--- src/rtl/char_sprite_renderer_pkg.sv ---
// Shared definitions for the player sprite renderer: animation state encoding,
// palette constants and the visible-area size shared with the VGA driver.
package char_sprite_renderer_pkg;

    typedef enum logic [1:0] {
        ST_IDLE    = 2'd0,
        ST_WINDUP  = 2'd1,
        ST_STRIKE  = 2'd2,
        ST_RECOVER = 2'd3
    } anim_state_t;

    localparam logic [7:0] COL_IDLE    = 8'hFF;
    localparam logic [7:0] COL_WINDUP  = 8'hFC;
    localparam logic [7:0] COL_STRIKE  = 8'hE0;
    localparam logic [7:0] COL_RECOVER = 8'h92;
    localparam logic [7:0] COL_WEAPON  = 8'hDB;
    localparam logic [7:0] COL_BG      = 8'h00;

    localparam int H_ACTIVE = 640;
    localparam int V_ACTIVE = 480;

endpackage

--- src/rtl/char_sprite_rom.sv ---
// Combinational 1bpp sprite bitmap: two frames (0 = idle/recover, 1 = windup/strike).
// Rows are stored as 16-pixel words; other sprite sizes tile that art.
module char_sprite_rom #(
    parameter int SIZE = 16
) (
    input  logic [$clog2(SIZE):0] addr,
    output logic [SIZE-1:0]       data
);

    logic [4:0]  idx_s;
    logic [15:0] word_s;

    assign idx_s = {addr[$clog2(SIZE)], 4'(addr[$clog2(SIZE)-1:0])};
    assign data  = SIZE'({word_s, word_s});

    // Constant bitmap table, bit 0 is the leftmost pixel when facing right.
    always_comb begin
        word_s = 16'h0000;
        case (idx_s)
            5'd0:  word_s = 16'hFFFF;
            5'd1:  word_s = 16'h0FF0;
            5'd2:  word_s = 16'h0FF0;
            5'd3:  word_s = 16'h07E0;
            5'd4:  word_s = 16'h03C0;
            5'd5:  word_s = 16'h1FF8;
            5'd6:  word_s = 16'h3FFC;
            5'd7:  word_s = 16'h7FFE;
            5'd8:  word_s = 16'hFFFF;
            5'd9:  word_s = 16'h3FFC;
            5'd10: word_s = 16'hFFFF;
            5'd11: word_s = 16'h1FF8;
            5'd12: word_s = 16'h0C30;
            5'd13: word_s = 16'h0C30;
            5'd14: word_s = 16'h003F;
            5'd15: word_s = 16'h3C3C;
            5'd16: word_s = 16'h07E0;
            5'd17: word_s = 16'h0FF0;
            5'd18: word_s = 16'h0FF0;
            5'd19: word_s = 16'h07E0;
            5'd20: word_s = 16'h03C0;
            5'd21: word_s = 16'h3FF8;
            5'd22: word_s = 16'h7FFC;
            5'd23: word_s = 16'hFFFE;
            5'd24: word_s = 16'hFFF0;
            5'd25: word_s = 16'h3FF0;
            5'd26: word_s = 16'h1FF0;
            5'd27: word_s = 16'h1FF8;
            5'd28: word_s = 16'h1818;
            5'd29: word_s = 16'h300C;
            5'd30: word_s = 16'h600E;
            5'd31: word_s = 16'hE00F;
            default: word_s = 16'h0000;
        endcase
    end

endmodule

--- src/rtl/char_sprite_renderer.sv ---
// Player character pixel source: frame-synchronous attack animation FSM plus
// sprite/weapon hit test producing a registered RRRGGGBB colour one cycle later.
module char_sprite_renderer #(
    parameter int SIZE           = 16,
    parameter int WEAPON_LEN     = 12,
    parameter int WEAPON_H       = 4,
    parameter int WINDUP_FRAMES  = 4,
    parameter int STRIKE_FRAMES  = 6,
    parameter int RECOVER_FRAMES = 4,
    parameter int H_ACTIVE       = 640
) (
    input  logic       clk,
    input  logic       rst,
    input  logic [9:0] next_x,
    input  logic [9:0] next_y,
    input  logic       frame_tick,
    input  logic [9:0] posx,
    input  logic [9:0] posy,
    input  logic       left,
    input  logic       right,
    input  logic       attack,
    output logic [7:0] color,
    output logic       hit,
    output logic [1:0] anim_state,
    output logic       strike_active
);
    import char_sprite_renderer_pkg::*;

    localparam int LOG = $clog2(SIZE);

    anim_state_t   state_r, state_nx_s;
    logic [7:0]    cnt_r, cnt_nx_s, last_cnt_s;
    logic          facing_left_r, facing_nx_s;
    logic          strike_r;
    logic [7:0]    color_r, color_s;
    logic          hit_r, hit_s;

    logic [10:0]   x_s, y_s, px_s, py_s, du_s, dv_s, wy_s, wl_lo_s;
    logic [11:0]   wl_raw_s;
    logic [LOG-1:0] u_s, u_m_s;
    logic          in_view_s, in_box_s, in_wrow_s, in_wpn_s, frame_s, sprite_bit_s;
    logic [SIZE-1:0] rom_data_s;
    logic [7:0]    pal_s;

    // State, counter and facing register; all advance only via the next-state logic.
    always_ff @(posedge clk) begin
        if (rst) begin
            state_r       <= ST_IDLE;
            cnt_r         <= 8'd0;
            facing_left_r <= 1'b0;
            strike_r      <= 1'b0;
        end else begin
            state_r       <= state_nx_s;
            cnt_r         <= cnt_nx_s;
            facing_left_r <= facing_nx_s;
            strike_r      <= (state_nx_s == ST_STRIKE);
        end
    end

    // Last counter value before leaving the current animation state.
    always_comb begin
        last_cnt_s = 8'd0;
        case (state_r)
            ST_WINDUP:  last_cnt_s = 8'(WINDUP_FRAMES - 1);
            ST_STRIKE:  last_cnt_s = 8'(STRIKE_FRAMES - 1);
            ST_RECOVER: last_cnt_s = 8'(RECOVER_FRAMES - 1);
            default:    last_cnt_s = 8'd0;
        endcase
    end

    // Next-state logic; nothing moves except on frame_tick so a frame never tears.
    always_comb begin
        state_nx_s  = state_r;
        cnt_nx_s    = cnt_r;
        facing_nx_s = facing_left_r;
        if (frame_tick) begin
            if (left && !right) begin
                facing_nx_s = 1'b1;
            end else if (right && !left) begin
                facing_nx_s = 1'b0;
            end else begin
                facing_nx_s = facing_left_r;
            end
            case (state_r)
                ST_IDLE: begin
                    if (attack) begin
                        state_nx_s = ST_WINDUP;
                    end else begin
                        state_nx_s = ST_IDLE;
                    end
                    cnt_nx_s = 8'd0;
                end
                ST_WINDUP, ST_STRIKE, ST_RECOVER: begin
                    if (cnt_r == last_cnt_s) begin
                        state_nx_s = anim_state_t'(state_r + 2'd1);
                        cnt_nx_s   = 8'd0;
                    end else begin
                        cnt_nx_s   = cnt_r + 8'd1;
                    end
                end
                default: begin
                    state_nx_s = ST_IDLE;
                    cnt_nx_s   = 8'd0;
                end
            endcase
        end else begin
            state_nx_s = state_r;
        end
    end

    // 11-bit geometry so posx+SIZE+WEAPON_LEN can never wrap.
    assign x_s  = {1'b0, next_x};
    assign y_s  = {1'b0, next_y};
    assign px_s = {1'b0, posx};
    assign py_s = {1'b0, posy};
    assign du_s = x_s - px_s;
    assign dv_s = y_s - py_s;
    assign u_s  = du_s[LOG-1:0];
    assign u_m_s = facing_left_r ? (LOG'(SIZE - 1) - u_s) : u_s;

    assign in_view_s = (x_s < 11'(H_ACTIVE)) && (y_s < 11'(V_ACTIVE));
    assign in_box_s  = (x_s >= px_s) && (x_s < px_s + 11'(SIZE)) &&
                       (y_s >= py_s) && (y_s < py_s + 11'(SIZE));

    assign frame_s = (state_r == ST_WINDUP) || (state_r == ST_STRIKE);

    char_sprite_rom #(.SIZE(SIZE)) u_rom (
        .addr ({frame_s, dv_s[LOG-1:0]}),
        .data (rom_data_s)
    );

    assign sprite_bit_s = in_view_s && in_box_s && rom_data_s[u_m_s];

    // Left weapon edge goes negative near the screen edge and is clamped to column 0.
    assign wl_raw_s  = {2'b00, posx} - 12'(WEAPON_LEN);
    assign wl_lo_s   = wl_raw_s[11] ? 11'd0 : wl_raw_s[10:0];
    assign wy_s      = py_s + 11'(SIZE / 2) - 11'(WEAPON_H / 2);
    assign in_wrow_s = (y_s >= wy_s) && (y_s < wy_s + 11'(WEAPON_H));

    // Weapon box, only while striking and only on the facing side.
    always_comb begin
        in_wpn_s = 1'b0;
        if (state_r == ST_STRIKE && in_view_s && in_wrow_s) begin
            if (facing_left_r) begin
                in_wpn_s = (x_s >= wl_lo_s) && (x_s < px_s);
            end else begin
                in_wpn_s = (x_s >= px_s + 11'(SIZE)) &&
                           (x_s < px_s + 11'(SIZE) + 11'(WEAPON_LEN));
            end
        end else begin
            in_wpn_s = 1'b0;
        end
    end

    // Palette for the current animation state.
    always_comb begin
        pal_s = COL_IDLE;
        case (state_r)
            ST_IDLE:    pal_s = COL_IDLE;
            ST_WINDUP:  pal_s = COL_WINDUP;
            ST_STRIKE:  pal_s = COL_STRIKE;
            ST_RECOVER: pal_s = COL_RECOVER;
            default:    pal_s = COL_IDLE;
        endcase
    end

    // Colour priority: sprite over weapon over background.
    always_comb begin
        color_s = COL_BG;
        hit_s   = 1'b0;
        if (sprite_bit_s) begin
            color_s = pal_s;
            hit_s   = 1'b1;
        end else if (in_wpn_s) begin
            color_s = COL_WEAPON;
            hit_s   = 1'b1;
        end else begin
            color_s = COL_BG;
            hit_s   = 1'b0;
        end
    end

    // Output pixel register, fixed one-cycle latency.
    always_ff @(posedge clk) begin
        if (rst) begin
            color_r <= COL_BG;
            hit_r   <= 1'b0;
        end else begin
            color_r <= color_s;
            hit_r   <= hit_s;
        end
    end

    assign color         = color_r;
    assign hit           = hit_r;
    assign anim_state    = state_r;
    assign strike_active = strike_r;

endmodule

--- config.mk ---
export PLATFORM = sky130hd
export DESIGN_NAME = char_sprite_renderer
export DESIGN_NICKNAME = d
export VERILOG_FILES = /design/src/rtl/char_sprite_renderer_pkg.sv /design/src/rtl/char_sprite_rom.sv /design/src/rtl/char_sprite_renderer.sv
export SDC_FILE = /design/constraint.sdc
export NUM_CORES = 1
export LEC_CHECK = 0
export CAP_MARGIN = 30
export CELL_PAD_IN_SITES_DETAIL_PLACEMENT = 2
export CELL_PAD_IN_SITES_GLOBAL_PLACEMENT = 2
export CORE_MARGIN = 2
export CORE_UTILIZATION = 31
export DETAILED_ROUTE_END_ITERATION = 10
export PLACE_DENSITY = 0.77
export SYNTH_ARGS = -nofsm -noshare
export SYNTH_HDL_FRONTEND = slang
export SYNTH_HIERARCHICAL = 1
export SYNTH_SLANG_ARGS = --single-unit
--- constraint.sdc ---
create_clock -name clk -period 3.73 [get_ports clk]
set_clock_uncertainty 0.1 [all_clocks]
set_input_delay 0.5595 -clock clk [delete_from_list [all_inputs] [get_ports clk]]
set_output_delay 0.5595 -clock clk [all_outputs]
set_load 0.02 [all_outputs]
==> results.md, run 1 <==
* Run status: completed
* Startpoint types: primary input
* DP HPWL at 12900 um
* Worst Path Required at between 3 and 4 ns
* Period minus WS final at 3.66 ns
* Register area share after synthesis at about a tenth
* Max incr delay on CP at 0.33 ns
* Setup CP Type: primary input to flip-flop
* Crit path max fanout at 7
* Worst vdd ir at approximately 0.12 mV
* Simple-Gate Fraction of Synth Area at 20.0%
* Ant diodes at 0
* First-iteration detailed-routing DRC count at 145
* Via Count at 4550
* Multi-input combinational cell area at 3940 um2
* Most frequent cells in the layout: buf_4, ha_1, clkdlybuf4s50_1, nand2_1, inv_1
* Top FF cell, synth: dfxtp_1
* EDFF count, synth at 0
* Rows at 42
* CTS Buf Count at 3
* Die Wd at between 100 and 150 um
* Mean Syn Cell Area at 8.11 um2
* CTS Hold Bufs at 0
* Worst skew pair latency at between 0.2 and 0.3 ns
* Die Span Y at 121 um
* Crit-path cells: dlygate4sd2_1, inv_2, ha_4, o21a_1, o31a_1, a21oi_2, buf_6, buf_6, nor2_1, buf_4, nand2_1, a31oi_1, mux4_2, nor3_2, a21oi_2, nor2_2, a211oi_4, nand4b_4, o22ai_2
* Compound-Gate Fraction of Synth Area at 21.1%
* Largest net degree at the start of global routing at 22
* Slowest-stage cell, CP: a211oi_4
* Worst slew pin tran at 0.546 ns
* Synth Area in Adders at 27.9%
* TritonCTS Sinks at 20
* Initial core utilization at around a third
* First-pass GRT wire length at 26700 um
* Max_cap viols at 0
* Vias in the first global route at 5007
* Post-Place Cell Area at 5540 um2
* Synthesized instance count at between 500 and 600
* Post-DRT Antenna Nets at 0
* Area of the mapped netlist at 4220 um2
* CTS tree: yes
* Reg area at 400 um2
* Post-Route WL at 17500 um
* GRT Util Overall at between 20% and 30%
* PortBufs at between 50 and 60
* Post-Synth XOR/XNOR Area at 9.27%
* Mapped Nets at between 600 and 700
* Core Footprint at 13300 um2
* Worst hold slack at 0.437 ns
* Pins over their slew limit at 0
* Static Leakage at 2.75 nW
* Share of layout cells above drive strength 1 at 30.5%
* Die ar. at ~15000 um2
* DRC viols at 0
* Root Driver: clkbuf_16
* Synth-to-layout area growth at 45.3%
* CTS H-Tree Depth at 1
* GPL Wtd Cong at 0.861
* Reg clk slew, reported paths at 0.06 ns
* Clk buf depth at 2
* Relative slew slack at 63.3%
* Wire length per cell at 20.9 um
* FMAX at 274 MHz
* Hold Vio Cnt, Final at 0
* Fill count at 1434
* Most common library cell in the layout ignoring fill and taps: buf_4
* Power Density at between 200 and 250 nW/um2
* Unique masters post-synth at 74
* Io pins at 58
* Post-layout nets at approximately 800
* Critical Path AT at 3.73 ns
* Tightest Hold Check Type: flip-flop to flip-flop
* Total congestion overflow at 0
* Critical Path End Type: flip-flop
* Fin area at ~6100 um2
* Via density at 5.43
* Largest family of logic cells by synthesized area: adder cells
* Number of antenna violations at the first check in global routing at 0
* Final critical-path share of the clock period at between 90% and 100%
* Synth warn at 6
* Total power at 1.45 mW
* Flops & latches, synth at 20
* Ys async rst share at 0%
* Post-synthesis mux area share at under 10%
* Setup Viol. Count Final at 0
* DRT Pass-1 Iters at 4
## repair_timing
item	in CTS	in global routing
cloned	1	0
setup buffers	9	3
pin swaps	26	24
endpoints found under the setup margin	8	8
gates resized for setup	66	61
## through the flow
step / instances / util (%) / TNS, ns / worst slack (ns)
after floorplan: 521 / - / 0 / 0.0513
after global placement: 822 / 41.6 / -3.66 / -0.513
after detailed placement: 822 / 41.6 / -5.57 / -0.775
after CTS: 835 / 44.5 / 0 / 0.00823
after global routing: 838 / 46.2 / -0.269 / -0.0933
final: 838 / 46.2 / 0 / 0.0745
## synth_stat cells (5+ instances only)
| master | number | area share [%] |
|---|---|---|
| buf_4 | 5 | 0.89 |
| clkbuf_1 | 5 | 0.44 |
| mux2i_1 | 5 | 1.2 |
| dfxtp_1 | 20 | 9.5 |
| a31oi_1 | 5 | 0.74 |
| inv_1 | 45 | 4.0 |
| nor3_1 | 10 | 1.2 |
| a21o_1 | 7 | 1.2 |
| xor2_1 | 14 | 2.9 |
| o22ai_1 | 8 | 1.2 |
| nor2_1 | 36 | 3.2 |
| nand2b_1 | 11 | 1.6 |
| nand2_1 | 41 | 3.6 |
| nand4_1 | 7 | 1.0 |
| o21ai_0 | 22 | 2.6 |
| xnor2_1 | 27 | 5.6 |
| a211oi_1 | 7 | 1.2 |
| and3_1 | 6 | 0.89 |
| mux4_2 | 8 | 4.3 |
| nor2b_1 | 7 | 1.0 |
| ha_1 | 91 | 27 |
| a21oi_1 | 36 | 4.3 |
| o211ai_1 | 6 | 1.1 |
| nand3_1 | 16 | 1.9 |
## layer usage
layer	global-route usage, %	up-vias	wire [um]
met1	27.6	2292	7590
met3	1.27	21	345
li1	-	2163	-
met4	4.72	0	199
met5	0	-	0
met2	44.0	74	9370
## worst paths after layout
| check | from | to | slack [ns] | cells after the start |
|---|---|---|---|---|
| hold reg to reg | cnt_r[3]$_SDFFE_PP0P_ | cnt_r[3]$_SDFFE_PP0P_ | 0.44 | 2 |
| setup reg to reg | anim_state[0]$_SDFF_PP0_ | color[3]$_SDFF_PP0_ | 0.25 | 12 |
| hold / removal | cnt_r[3]$_SDFFE_PP0P_ | cnt_r[3]$_SDFFE_PP0P_ | 0.44 | 2 |
| setup / recovery | posy[3] | color[6]$_SDFF_PP0_ | 0.07 | 19 |
## layout make-up
class / instances / share of cell area (%)
Tap cell: 176 / 3.59
Sequential cell: 20 / 6.53
Clock buffer: 3 / 1.22
Inverter: 46 / 2.85
Multi-Input combinational cell: 438 / 64.2
Timing Repair Buffer: 155 / 21.6
## state kept, by name (all words and copies together) (netlist names)
signal,flops
anim_state,2
cnt_r,8
color,8
facing_left_r,1
strike_active,1
## logic make-up after synthesis
family,after synthesis
and+or+nand+nor,159
AOI/OAI and AO/OA,130
adders and majority gates,93
buffers and inverters,63
xor gates and xnor gates,43
DFF,20
muxes,13
## power by group
part	internal (mW)	switching (mW)	total [mW]
logic	0.479	0.534	1.01
registers	0.216	0.00370	0.220
clock network	0.141	0.0781	0.220
total	0.836	0.616	1.45
## worst max-delay path, delay by kind of cell
kind / cells / cell delay (ns)
muxes: 1 / 0.29
and+or+nand+nor: 5 / 0.57
AOI/OAI and AO/OA: 7 / 1.31
buffers and inverters: 5 / 0.73
adders and majority gates: 1 / 0.27
Power figures use the tool's default switching activity.
==> inputs of run 2 (changes only) <==
- CORE_UTILIZATION: 31 -> 34
- PLACE_DENSITY: 0.77 -> 0.8
- clock period: 3.73 -> 3.77 ns (I/O delays scaled with it)
==> run 2 against run 1 <==
  * The flow now finishes with violations (negative setup slack)
  * Hold slack better by 0.011 ns
  * Cell count unchanged
  * Global-route usage up 8.2 points
  * Critical path type unchanged
==> results.md, run 2 (same netlist as run 1, synthesis figures left out) <==
* RSZ-0062 raised after global routing: yes
* Worst Path Required at 3.81 ns (about the same)
* Io pins at 58 (unchanged)
* CTS Hold Bufs at 0 (unchanged)
* Inst Count DP at 814 (-0.97%)
* Violated checks: negative setup slack
* CTS H-Tree Depth at 1 (unchanged)
* Critical Path End Type: flip-flop
* Static Leakage at 2.80 nW (+2.0%)
* Power Density at 255 nW/um2 (+7.8%)
* Finished Layout Cells at 838 (unchanged)
* Ant diodes at 0 (unchanged)
* First-pass GRT wire length at 31700 um (+19%)
* Core Footprint at 12100 um2 (-9.3%)
* Most frequent cells in the layout: buf_4, ha_1, clkdlybuf4s50_1, nand2_1, inv_1
* Root Driver: clkbuf_16
* Initial core utilization at 35.0% (+3.2 points)
* Most common library cell in the layout ignoring fill and taps: buf_4
* Total power at 1.58 mW (+9.0%)
* Pins over their slew limit at 0 (unchanged)
* Setup CP Type: primary input to flip-flop
* Rows at 40 (-4.8%)
* Hold Vio Cnt, Final at 0 (unchanged)
* Critical Path AT at 3.93 ns (+0.20 ns)
* Share of layout cells above drive strength 1 at 31.3% (+0.83 points)
* PortBufs at 57 (unchanged)
* CTS tree: yes
* Die Wd at 115 um (-4.4%)
* Synth-to-layout area growth at 46.9%
* Top delay family on crit path: compound AO/OA/AOI/OAI gates
* Die ar. at 13300 um2 (-8.5%)
* Final critical-path share of the clock period at 103%
* Clk buf depth at 2 (unchanged)
* Tightest Hold Check Type: flip-flop to flip-flop
* Slowest-stage cell, CP: mux4_2
* Crit path max fanout at 8 (+1)
* Startpoint types: primary input
* Largest net degree at the start of global routing at 18 (-18%)
* First-iteration detailed-routing DRC count at 352 (+140%)
* Post-layout nets at 810 (+0.87%)
* Crit-path cells: clkbuf_2, inv_2, ha_4, o21a_1, o31a_1, a21oi_2, buf_6, buf_6, nand2_1, a21boi_2, o32ai_2, mux4_2, mux2i_1, a31oi_1, buf_4, nand4b_4, o22ai_2
* Crit-path most repeated cell: buf_6
* Post-Route WL at 23800 um (+36%)
* Run status: complete, but fails checks
* DP HPWL at 13500 um (+5.0%)
* Via Count at 4983 (+9.5%)
* Setup Viol. Count Final at 8 (+8)
* Die Span Y at 115 um (-4.4%)
* TritonCTS Sinks at 20 (unchanged)
* Worst skew pair latency at 0.26 ns (about the same)
* Max incr delay on CP at 0.51 ns (+0.18 ns)
* FMAX at between 200 and 300 MHz
* Total congestion overflow at 0 (unchanged)
* Max_cap viols at 0 (unchanged)
* WP buf/inv at 5 (unchanged)
* Wire length per cell at 28.4 um (+36%)
* Via density at 5.95 (+9.5%)
* Worst vdd ir at 0.143 mV (+17%)
* DRT Pass-1 Iters at 5 (+1)
* Vias in the first global route at 5461 (+9.1%)
* GRT Util Overall at 31.0% (+8.2 points)
* Worst slew pin tran at 0.555 ns (+0.00967 ns)
* Setup WS post-layout at -0.129 ns (-0.204 ns)
* Period minus WS final at 3.90 ns
* Post-Place Setup Slack at -0.657 ns (+0.118 ns)
* Fill count at 1290 (-10%)
* Worst hold slack at 0.448 ns (+0.0107 ns)
* CTS Buf Count at 3 (unchanged)
* Reg clk slew, reported paths at 0.07 ns (about the same)
* DRC viols at 0 (unchanged)
* GPL Wtd Cong at 0.858 (-0.29%)
* Relative slew slack at 62.6% (-0.70 points)
* Number of antenna violations at the first check in global routing at 0 (unchanged)
* Post-DRT Antenna Nets at 0 (unchanged)
## run 2: area by class of cell
class	instances	area, um2	share of cell area [%]
flip-flops and latches	20	400	6.45
clock buffers	4	88.8	1.43
multi-input cells	438	3940	63.5
inverters	46	180	2.90
repair buffers	162	1390	22.3
well taps	168	210	3.39
## run 2: power by group
| group | switching (mW) | internal, mW |
|---|---|---|
| clock | 0.0906 | 0.162 |
| combinational | 0.613 | 0.499 |
| sequential | 0.00460 | 0.214 |
| total | 0.709 | 0.875 |
## run 2: worst register-to-register path: stages, from the launching register on
cell and delay, ns:
dfxtp_1 0.52, inv_1 0.18, ha_2 0.63, nand2_1 0.25, and3_1 0.25, o21ai_1 0.21
mux4_2 0.30, mux2i_1 0.09, a21oi_2 0.18, nor2_2 0.07, a211oi_4 0.38, nand4b_4 0.26
o22ai_2 0.23
## run 2: repair_timing
action / CTS / global route
endpoints found under the setup margin: 8 / 8
hold endpoints to repair: 0 / 0
resized for setup: 69 / 68
setup buffers: 7 / 12
gates cloned: 1 / 0
pin swaps: 28 / 31
## run 2: path summary, 6_finish.rpt
check | from | end | slack, ns | cells past startpoint
hold reg to reg | cnt_r[5]$_SDFFE_PP0P_ | cnt_r[5]$_SDFFE_PP0P_ | 0.45 | 2
setup reg to reg | anim_state[1]$_SDFF_PP0_ | color[3]$_SDFF_PP0_ | 0.05 | 12
hold / removal | cnt_r[5]$_SDFFE_PP0P_ | cnt_r[5]$_SDFFE_PP0P_ | 0.45 | 2
setup / recovery | posy[2] | color[3]$_SDFF_PP0_ | -0.13 | 17
## run 2: per-layer routing
metal | up-vias | GRT usage [%] | routed length [um]
met3 | 108 | 3.19 | 1050
met2 | 228 | 58.6 | 12300
met1 | 2472 | 35.6 | 9060
li1 | 2175 | - | -
met4 | 0 | 11.8 | 1340
met5 | - | 0 | 0
## run 2: per-stage QoR
step | cell area (um2) | TNS [ns] | utilization [%]
3_3_place_gp | 5530 | -3.00 | 45.8
3_5_place_dp | 5530 | -4.76 | 45.8
4_1_cts | 5910 | 0 | 49.0
5_1_grt | 6200 | -1.18 | 51.4
2_1_floorplan | 4220 | 0 | -
6_report | 6200 | -0.914 | 51.4
